$ cat src/rtl/dmem_pkg.sv
// Shared definitions for the data-memory controller.
//   state_t        : controller FSM states (IDLE, RD, RESP)
//   region_t       : address decode result (RAM, OUT register, IN port, ERR)
//   OUT_ADDR_DEF   : default byte address of the output register
//   IN_ADDR_DEF    : default byte address of the input port
//   ERR_DATA       : load data returned for an undecoded address
//   decode_region(): maps a word-aligned byte address to a region
package dmem_pkg;

    typedef enum logic [1:0] {
        ST_IDLE = 2'd0,
        ST_RD   = 2'd1,
        ST_RESP = 2'd2
    } state_t;

    typedef enum logic [1:0] {
        RG_RAM = 2'd0,
        RG_OUT = 2'd1,
        RG_IN  = 2'd2,
        RG_ERR = 2'd3
    } region_t;

    localparam logic [31:0] OUT_ADDR_DEF = 32'hFFFF_0000;
    localparam logic [31:0] IN_ADDR_DEF  = 32'hFFFF_0004;
    localparam logic [31:0] ERR_DATA     = 32'hDEAD_BEEF;

    // aligned must already have bits [1:0] cleared. RAM occupies byte
    // addresses [0, 4*2^aw); nothing above it aliases back into the RAM.
    function automatic region_t decode_region(
        input logic [31:0] aligned,
        input int          aw,
        input logic [31:0] out_addr,
        input logic [31:0] in_addr
    );
        logic [31:0] ram_bytes;
        ram_bytes = 32'd4 << aw;
        if (aligned < ram_bytes)
            return RG_RAM;
        else if (aligned == out_addr)
            return RG_OUT;
        else if (aligned == in_addr)
            return RG_IN;
        else
            return RG_ERR;
    endfunction

endpackage

$ cat src/rtl/dmem_ram.sv
// Synchronous single-port RAM of 2^ADDR_WIDTH 32-bit words.
//   clk   : clock
//   we    : write enable, writes wdata to mem[addr] on the rising edge
//   addr  : word index
//   wdata : write data
//   rdata : registered read of mem[addr], valid one cycle after addr
// Contents are not reset.
module dmem_ram #(
    parameter int ADDR_WIDTH = 4
) (
    input  logic                  clk,
    input  logic                  we,
    input  logic [ADDR_WIDTH-1:0] addr,
    input  logic [31:0]           wdata,
    output logic [31:0]           rdata
);

    logic [31:0] mem [2**ADDR_WIDTH];

    always_ff @(posedge clk) begin
        if (we)
            mem[addr] <= wdata;
        rdata <= mem[addr];
    end

endmodule

$ cat src/rtl/dmem_ctrl.sv
// Data-memory responder for the core's load/store port.
// Serves one request at a time from a small RAM, a 16-bit output register
// (data_out) and a synchronised 16-bit input port (sw_in).
//   clk, rst_n           : clock, asynchronous active-low reset
//   req_valid/req_ready  : request handshake
//   req_we               : 1 = store, 0 = load
//   req_addr, req_wdata  : byte address (bits [1:0] ignored), store data
//   rsp_valid/rsp_ready  : response handshake
//   rsp_rdata, rsp_err   : load data (0 for stores), error flag
//   sw_in                : asynchronous external input
//   data_out             : memory-mapped output register
//
// Handshakes: a transfer happens on a rising edge where valid and ready
// are both high. The source holds its payload stable while valid is high
// and ready is low; valid is never withdrawn before the transfer.
module dmem_ctrl
    import dmem_pkg::*;
#(
    parameter int          ADDR_WIDTH = 4,
    parameter logic [31:0] OUT_ADDR   = OUT_ADDR_DEF,
    parameter logic [31:0] IN_ADDR    = IN_ADDR_DEF
) (
    input  logic        clk,
    input  logic        rst_n,
    input  logic        req_valid,
    output logic        req_ready,
    input  logic        req_we,
    input  logic [31:0] req_addr,
    input  logic [31:0] req_wdata,
    output logic        rsp_valid,
    input  logic        rsp_ready,
    output logic [31:0] rsp_rdata,
    output logic        rsp_err,
    input  logic [15:0] sw_in,
    output logic [15:0] data_out
);

    state_t  state;
    region_t ld_region;
    region_t req_region;

    logic [15:0]           sw_meta;
    logic [15:0]           sw_sync;
    logic [31:0]           req_aligned;
    logic                  accept;
    logic                  ram_we;
    logic [ADDR_WIDTH-1:0] ram_addr;
    logic [31:0]           ram_rdata;
    logic                  unused_addr_bits;

    // Byte offset within a word has no meaning here.
    assign unused_addr_bits = ^req_addr[1:0];

    assign req_aligned = {req_addr[31:2], 2'b00};
    assign req_region  = decode_region(req_aligned, ADDR_WIDTH, OUT_ADDR, IN_ADDR);

    assign req_ready = (state == ST_IDLE) & rst_n;
    assign accept    = req_valid & req_ready;

    // The RAM reads every cycle; only the read issued on the accept edge
    // of a load is consumed (in RD), so req_addr may change after accept.
    assign ram_we   = accept & req_we & (req_region == RG_RAM);
    assign ram_addr = req_addr[ADDR_WIDTH+1:2];

    dmem_ram #(
        .ADDR_WIDTH (ADDR_WIDTH)
    ) u_ram (
        .clk   (clk),
        .we    (ram_we),
        .addr  (ram_addr),
        .wdata (req_wdata),
        .rdata (ram_rdata)
    );

    // Two-flop synchroniser for the asynchronous input port.
    always_ff @(posedge clk or negedge rst_n) begin
        if (!rst_n) begin
            sw_meta <= '0;
            sw_sync <= '0;
        end else begin
            sw_meta <= sw_in;
            sw_sync <= sw_meta;
        end
    end

    always_ff @(posedge clk or negedge rst_n) begin
        if (!rst_n) begin
            state     <= ST_IDLE;
            ld_region <= RG_RAM;
            rsp_valid <= 1'b0;
            rsp_rdata <= '0;
            rsp_err   <= 1'b0;
            data_out  <= '0;
        end else begin
            case (state)
                ST_IDLE: begin
                    if (accept) begin
                        if (req_we) begin
                            if (req_region == RG_OUT)
                                data_out <= req_wdata[15:0];
                            // The input port is read-only, so a store to it
                            // is reported like an undecoded address.
                            rsp_err   <= (req_region == RG_IN) || (req_region == RG_ERR);
                            rsp_rdata <= '0;
                            rsp_valid <= 1'b1;
                            state     <= ST_RESP;
                        end else begin
                            ld_region <= req_region;
                            state     <= ST_RD;
                        end
                    end
                end
                ST_RD: begin
                    case (ld_region)
                        RG_RAM: begin
                            rsp_rdata <= ram_rdata;
                            rsp_err   <= 1'b0;
                        end
                        RG_OUT: begin
                            rsp_rdata <= {16'h0, data_out};
                            rsp_err   <= 1'b0;
                        end
                        RG_IN: begin
                            rsp_rdata <= {16'h0, sw_sync};
                            rsp_err   <= 1'b0;
                        end
                        default: begin
                            rsp_rdata <= ERR_DATA;
                            rsp_err   <= 1'b1;
                        end
                    endcase
                    rsp_valid <= 1'b1;
                    state     <= ST_RESP;
                end
                ST_RESP: begin
                    if (rsp_ready) begin
                        rsp_valid <= 1'b0;
                        state     <= ST_IDLE;
                    end
                end
                default: begin
                    rsp_valid <= 1'b0;
                    state     <= ST_IDLE;
                end
            endcase
        end
    end

endmodule

$ cat config.mk
export PLATFORM = sky130hd
export DESIGN_NAME = dmem_ctrl
export DESIGN_NICKNAME = d
export VERILOG_FILES = /design/src/rtl/dmem_pkg.sv /design/src/rtl/dmem_ram.sv /design/src/rtl/dmem_ctrl.sv
export SDC_FILE = /design/constraint.sdc
export NUM_CORES = 1
export LEC_CHECK = 0
export BUFFER_PORTS_ARGS = -buffer_cell sky130_fd_sc_hd__buf_2
export CAP_MARGIN = 25
export CORE_MARGIN = 10
export CORE_UTILIZATION = 45
export DETAILED_ROUTE_END_ITERATION = 16
export SLEW_MARGIN = 20
export SYNTH_ARGS = -nofsm -noshare
export SYNTH_HDL_FRONTEND = slang
export SYNTH_SLANG_ARGS = --single-unit
$ cat constraint.sdc
create_clock -name clk -period 8.23 [get_ports clk]
set_input_delay 0 -clock clk [delete_from_list [all_inputs] [get_ports clk]]
set_output_delay 0 -clock clk [all_outputs]
set_load 0.01 [all_outputs]
==> key figures <==
Drt
  – Via count: around 11000
  – Residual antenna-violating net count after detailed routing: 0
  – DR vias/cell: 5.632
  – Total detailed-routing wirelength: roughly 54000 um
  – Iter 0 DRT Violations: 1079
  – Number of remaining DRC errors: 0
  – Number of detailed-routing iterations run before antenna repair: 5
  – Average wire per standard cell: 27.17 um

Synth
  – Synth Warn #: 0
  – Top cell type's share of synthesized area: approximately two thirds
  – Cell types with the highest counts after synthesis: 512 x sky130_fd_sc_hd__edfxtp_1, 160 x sky130_fd_sc_hd__mux4_2, 86 x sky130_fd_sc_hd__dfrtp_1
  – Dominant synthesized flop cell: sky130_fd_sc_hd__edfxtp_1
  – Yosys reg bits: between 600 and 700
  – Synthesized net count: 1124
  – Cell with the most instances after synthesis: sky130_fd_sc_hd__edfxtp_1
  – Register area share after synthesis: 78.11%
  – Asr flop ratio synth: a little over an eighth
  – Biggest area consumer among synthesized cells: sky130_fd_sc_hd__edfxtp_1
  – Netlist area before placement: around 23000 sq um
  – Number of enable flip-flop cells after synthesis: 512
  – Cells after Synth: between 1000 and 1500
  – Post-Syn Area per Cell: 22.47 sq um
  – Count of unique library cells instantiated by Yosys: 40
  – Most area-consuming cells after synthesis: sky130_fd_sc_hd__edfxtp_1 66%, sky130_fd_sc_hd__mux4_2 15%, sky130_fd_sc_hd__dfrtp_1 9.3%, sky130_fd_sc_hd__dfxtp_1 2.8%, sky130_fd_sc_hd__mux2_4 0.65%

Clock tree
  – Post-cts sizing count: 0
  – Clock transition at the registers of the reported paths: roughly 0.060 ns
  – Clock net sink count: 630
  – Number of setup buffers added after CTS: 0
  – Max Root-Sink Buffers: 3
  – Total of hold buffers inserted after clock tree synthesis: 57
  – Clock tree from TritonCTS: done
  – Cts bufs inserted: 67
  – CTS H-Tree Depth: 3
  – Source-to-sink clock delay at the later pin of the worst-skew pair: 0.59 ns
  – Root Driver: sky130_fd_sc_hd__clkbuf_16

Global route
  – First-pass GRT wire length: 80430 um
  – GR Overflow Total: 0
  – Pin count of the biggest net entering global routing: 62
  – Total GRT Usage: 18.09%
  – Vias in the first global route: ~12000
  – Number of antenna violations at the first check in global routing: 2

Placement
  – Worst slack, placed: roughly 4.7 ns
  – Post-DP HPWL: between 30000 and 40000 um
  – Number of port buffers: 133
  – Global placement routability congestion: roughly 0.73

Critical path
  – Top fanout value on the critical path: 18
  – Required time reported for the critical path endpoint: around 8.5 ns
  – CP Capture Type: register
  – Critical Path AT: approximately 3.7 ns
  – Crit Path Class: primary input to register
  – Kind of start point of the critical path: primary input

Min path
  – Worst hold path type: primary input to register

Power
  – Total power per unit cell area: roughly 250 nW/um^2
  – Static Leak: between 9 and 10 nW
  – Maximum VDD drop: around 0.13 mV

Run
  – Count of maximum capacitance violations: 0

STA
  – Post-route worst hold slack: about 0.058 ns
  – Unrepaired setup endpoints after global routing: false
  – Max-slew headroom: about 30%
  – Worst Clk Skew: about 0.021 ns
  – Final setup margin: 4.794 ns
  – Setup TNS Final: 0 ns
  – Final critical path time including I/O delays and setup: 3.436 ns
  – Final setup violation count: 0
  – Final hold vios: 0
  – Period utilisation layout: between 40% and 50%
  – Slew Viols, Final: 0
  – Maximum achievable frequency: 291.0 MHz
  – Transition time at the pin with the least slew margin: between 1 and 1.5 ns

Floorplanning
  – Die Span X: approximately 250 um
  – Initial cell density of the core: 45.43%
  – Core ar.: ~50000 sq um
  – Die Span Y: 247.3 um
  – Total I/O pin count: 136
  – Site Rows: 83
  – Die Outline Area: 61180 sq um

Cells and area
  – Nets@finish: ~1400
  – Fill cells: between 3000 and 4000
  – P&R area growth vs syn: 18.54%
  – Layout cell share with drive strength beyond 1: 33.94%

Outcome
  – Result of the run: complete, no violations
==> final cells by class <==
class / instances / area (sq um) / share of cell area (%)
sequential: 630 / 18170 / 65.90
multi-input combinational: 346 / 4955 / 17.97
clock buffer: 93 / 1911 / 6.930
timing repair buffer: 218 / 1490 / 5.405
tap: 680 / 850.8 / 3.086
clock inverter: 27 / 182.7 / 0.6626
inverter: 3 / 11.26 / 0.04084
antenna: 1 / 2.502 / 0.009076
==> state kept, by name, summed over array words and instances, names as in the netlist <==
name,flops
state,2
rsp_valid,1
sw_meta,16
u_ram.mem,512
rsp_err,1
data_out,16
ld_region,2
rsp_rdata,32
sw_sync,16
u_ram.rdata,32
==> layout by cell type, fill, tap and decap left out, drive strengths merged, types with 2 or more instances in the layout <==
master / synthesis / routed
edfxtp: 512 / 512
buf: 17 / 161
mux4: 160 / 160
clkbuf: 39 / 94
dfrtp: 86 / 86
dlygate4sd3: 0 / 56
dfxtp: 32 / 32
nand2: 30 / 30
a21oi: 29 / 29
clkinv: 0 / 21
nor2: 19 / 19
mux2: 16 / 16
o21ai: 15 / 15
a22oi: 13 / 13
a21o: 13 / 13
nand4: 8 / 8
nor4: 7 / 7
a32o: 5 / 5
nand2b: 4 / 4
ha: 4 / 4
inv: 3 / 4
nor2b: 3 / 3
a222oi: 3 / 3
clkinvlp: 0 / 3
nor3: 2 / 2
o22a: 2 / 2
bufinv: 0 / 2
or2: 2 / 2
and4: 2 / 2
or4: 2 / 2
==> per-layer routing <==
metal | vias up | GRT usage (%) | part of all wire (%)
met1 | 6041 | 24.22 | 42
met2 | 355 | 29.28 | 49
li1 | 4769 | - | -
met4 | 0 | 5.272 | 2.6
met5 | - | 0 | 0
met3 | 87 | 4.225 | 6.5
==> worst paths after layout <==
path                                        from                           to  slack (ns)  depth (start not counted)
setup / recovery                           rst_n  u_ram.mem[15][11]$_DFFE_PP_        4.79                          8
hold / removal                          sw_in[0]         sw_meta[0]$_DFF_PN0_        0.06                          2
setup reg to reg            state[1]$_DFFE_PN0P_  u_ram.mem[15][11]$_DFFE_PP_        5.04                          5
hold reg to reg            sw_meta[14]$_DFF_PN0_        sw_sync[14]$_DFF_PN0_        0.35                          0
max in group asynchronous                  rst_n         sw_sync[6]$_DFF_PN0_        6.79                          4
min in group asynchronous                  rst_n     rsp_rdata[0]$_DFFE_PN0P_        0.53                          4
==> where the power goes <==
group	total [mW]	internal, mW	switching (mW)
clock	2.87	1.68	1.19
sequential	3.55	3.51	0.0347
combinational	0.366	0.168	0.198
total	6.79	5.36	1.42
==> per-stage QoR <==
| stage | util [%] | instance area, sq um | cells | power (mW) |
|---|---|---|---|---|
| 6_report | 53.85 | 27570 | 1998 | 6.785 |
| 5_1_grt | 53.85 | 27570 | 1998 | 7.018 |
| 4_1_cts | 53.81 | 27550 | 1996 | 6.854 |
| 3_5_place_dp | 48.58 | 24870 | 1819 | 3.960 |
| 3_3_place_gp | 48.55 | 24860 | 1818 | 3.952 |
| 2_1_floorplan | - | 23260 | 1035 | 3.789 |
==> critical path, cell delays in order <==
cell	delay (ns)
sky130_fd_sc_hd__dlygate4sd3_1	0.51
sky130_fd_sc_hd__dlygate4sd3_1	0.55
sky130_fd_sc_hd__buf_4	0.19
sky130_fd_sc_hd__nor3b_1	0.32
sky130_fd_sc_hd__and3_1	0.35
sky130_fd_sc_hd__nand4_1	0.43
sky130_fd_sc_hd__nor2_4	0.86
sky130_fd_sc_hd__buf_4	0.45
==> cell families (layout without fill, tap and decap cells) <==
logic type / after synthesis / after routing / synth area share (%)
mux: 176 / 176 / 16.43
flops: 630 / 630 / 78.11
buf+inv: 59 / 341 / 1.108
other cells: 0 / 1 / 0
compound gates: 83 / 83 / 2.313
simple gates: 83 / 83 / 1.824
fa+ha+maj: 4 / 4 / 0.2152
Power figures use the tool's default switching activity.
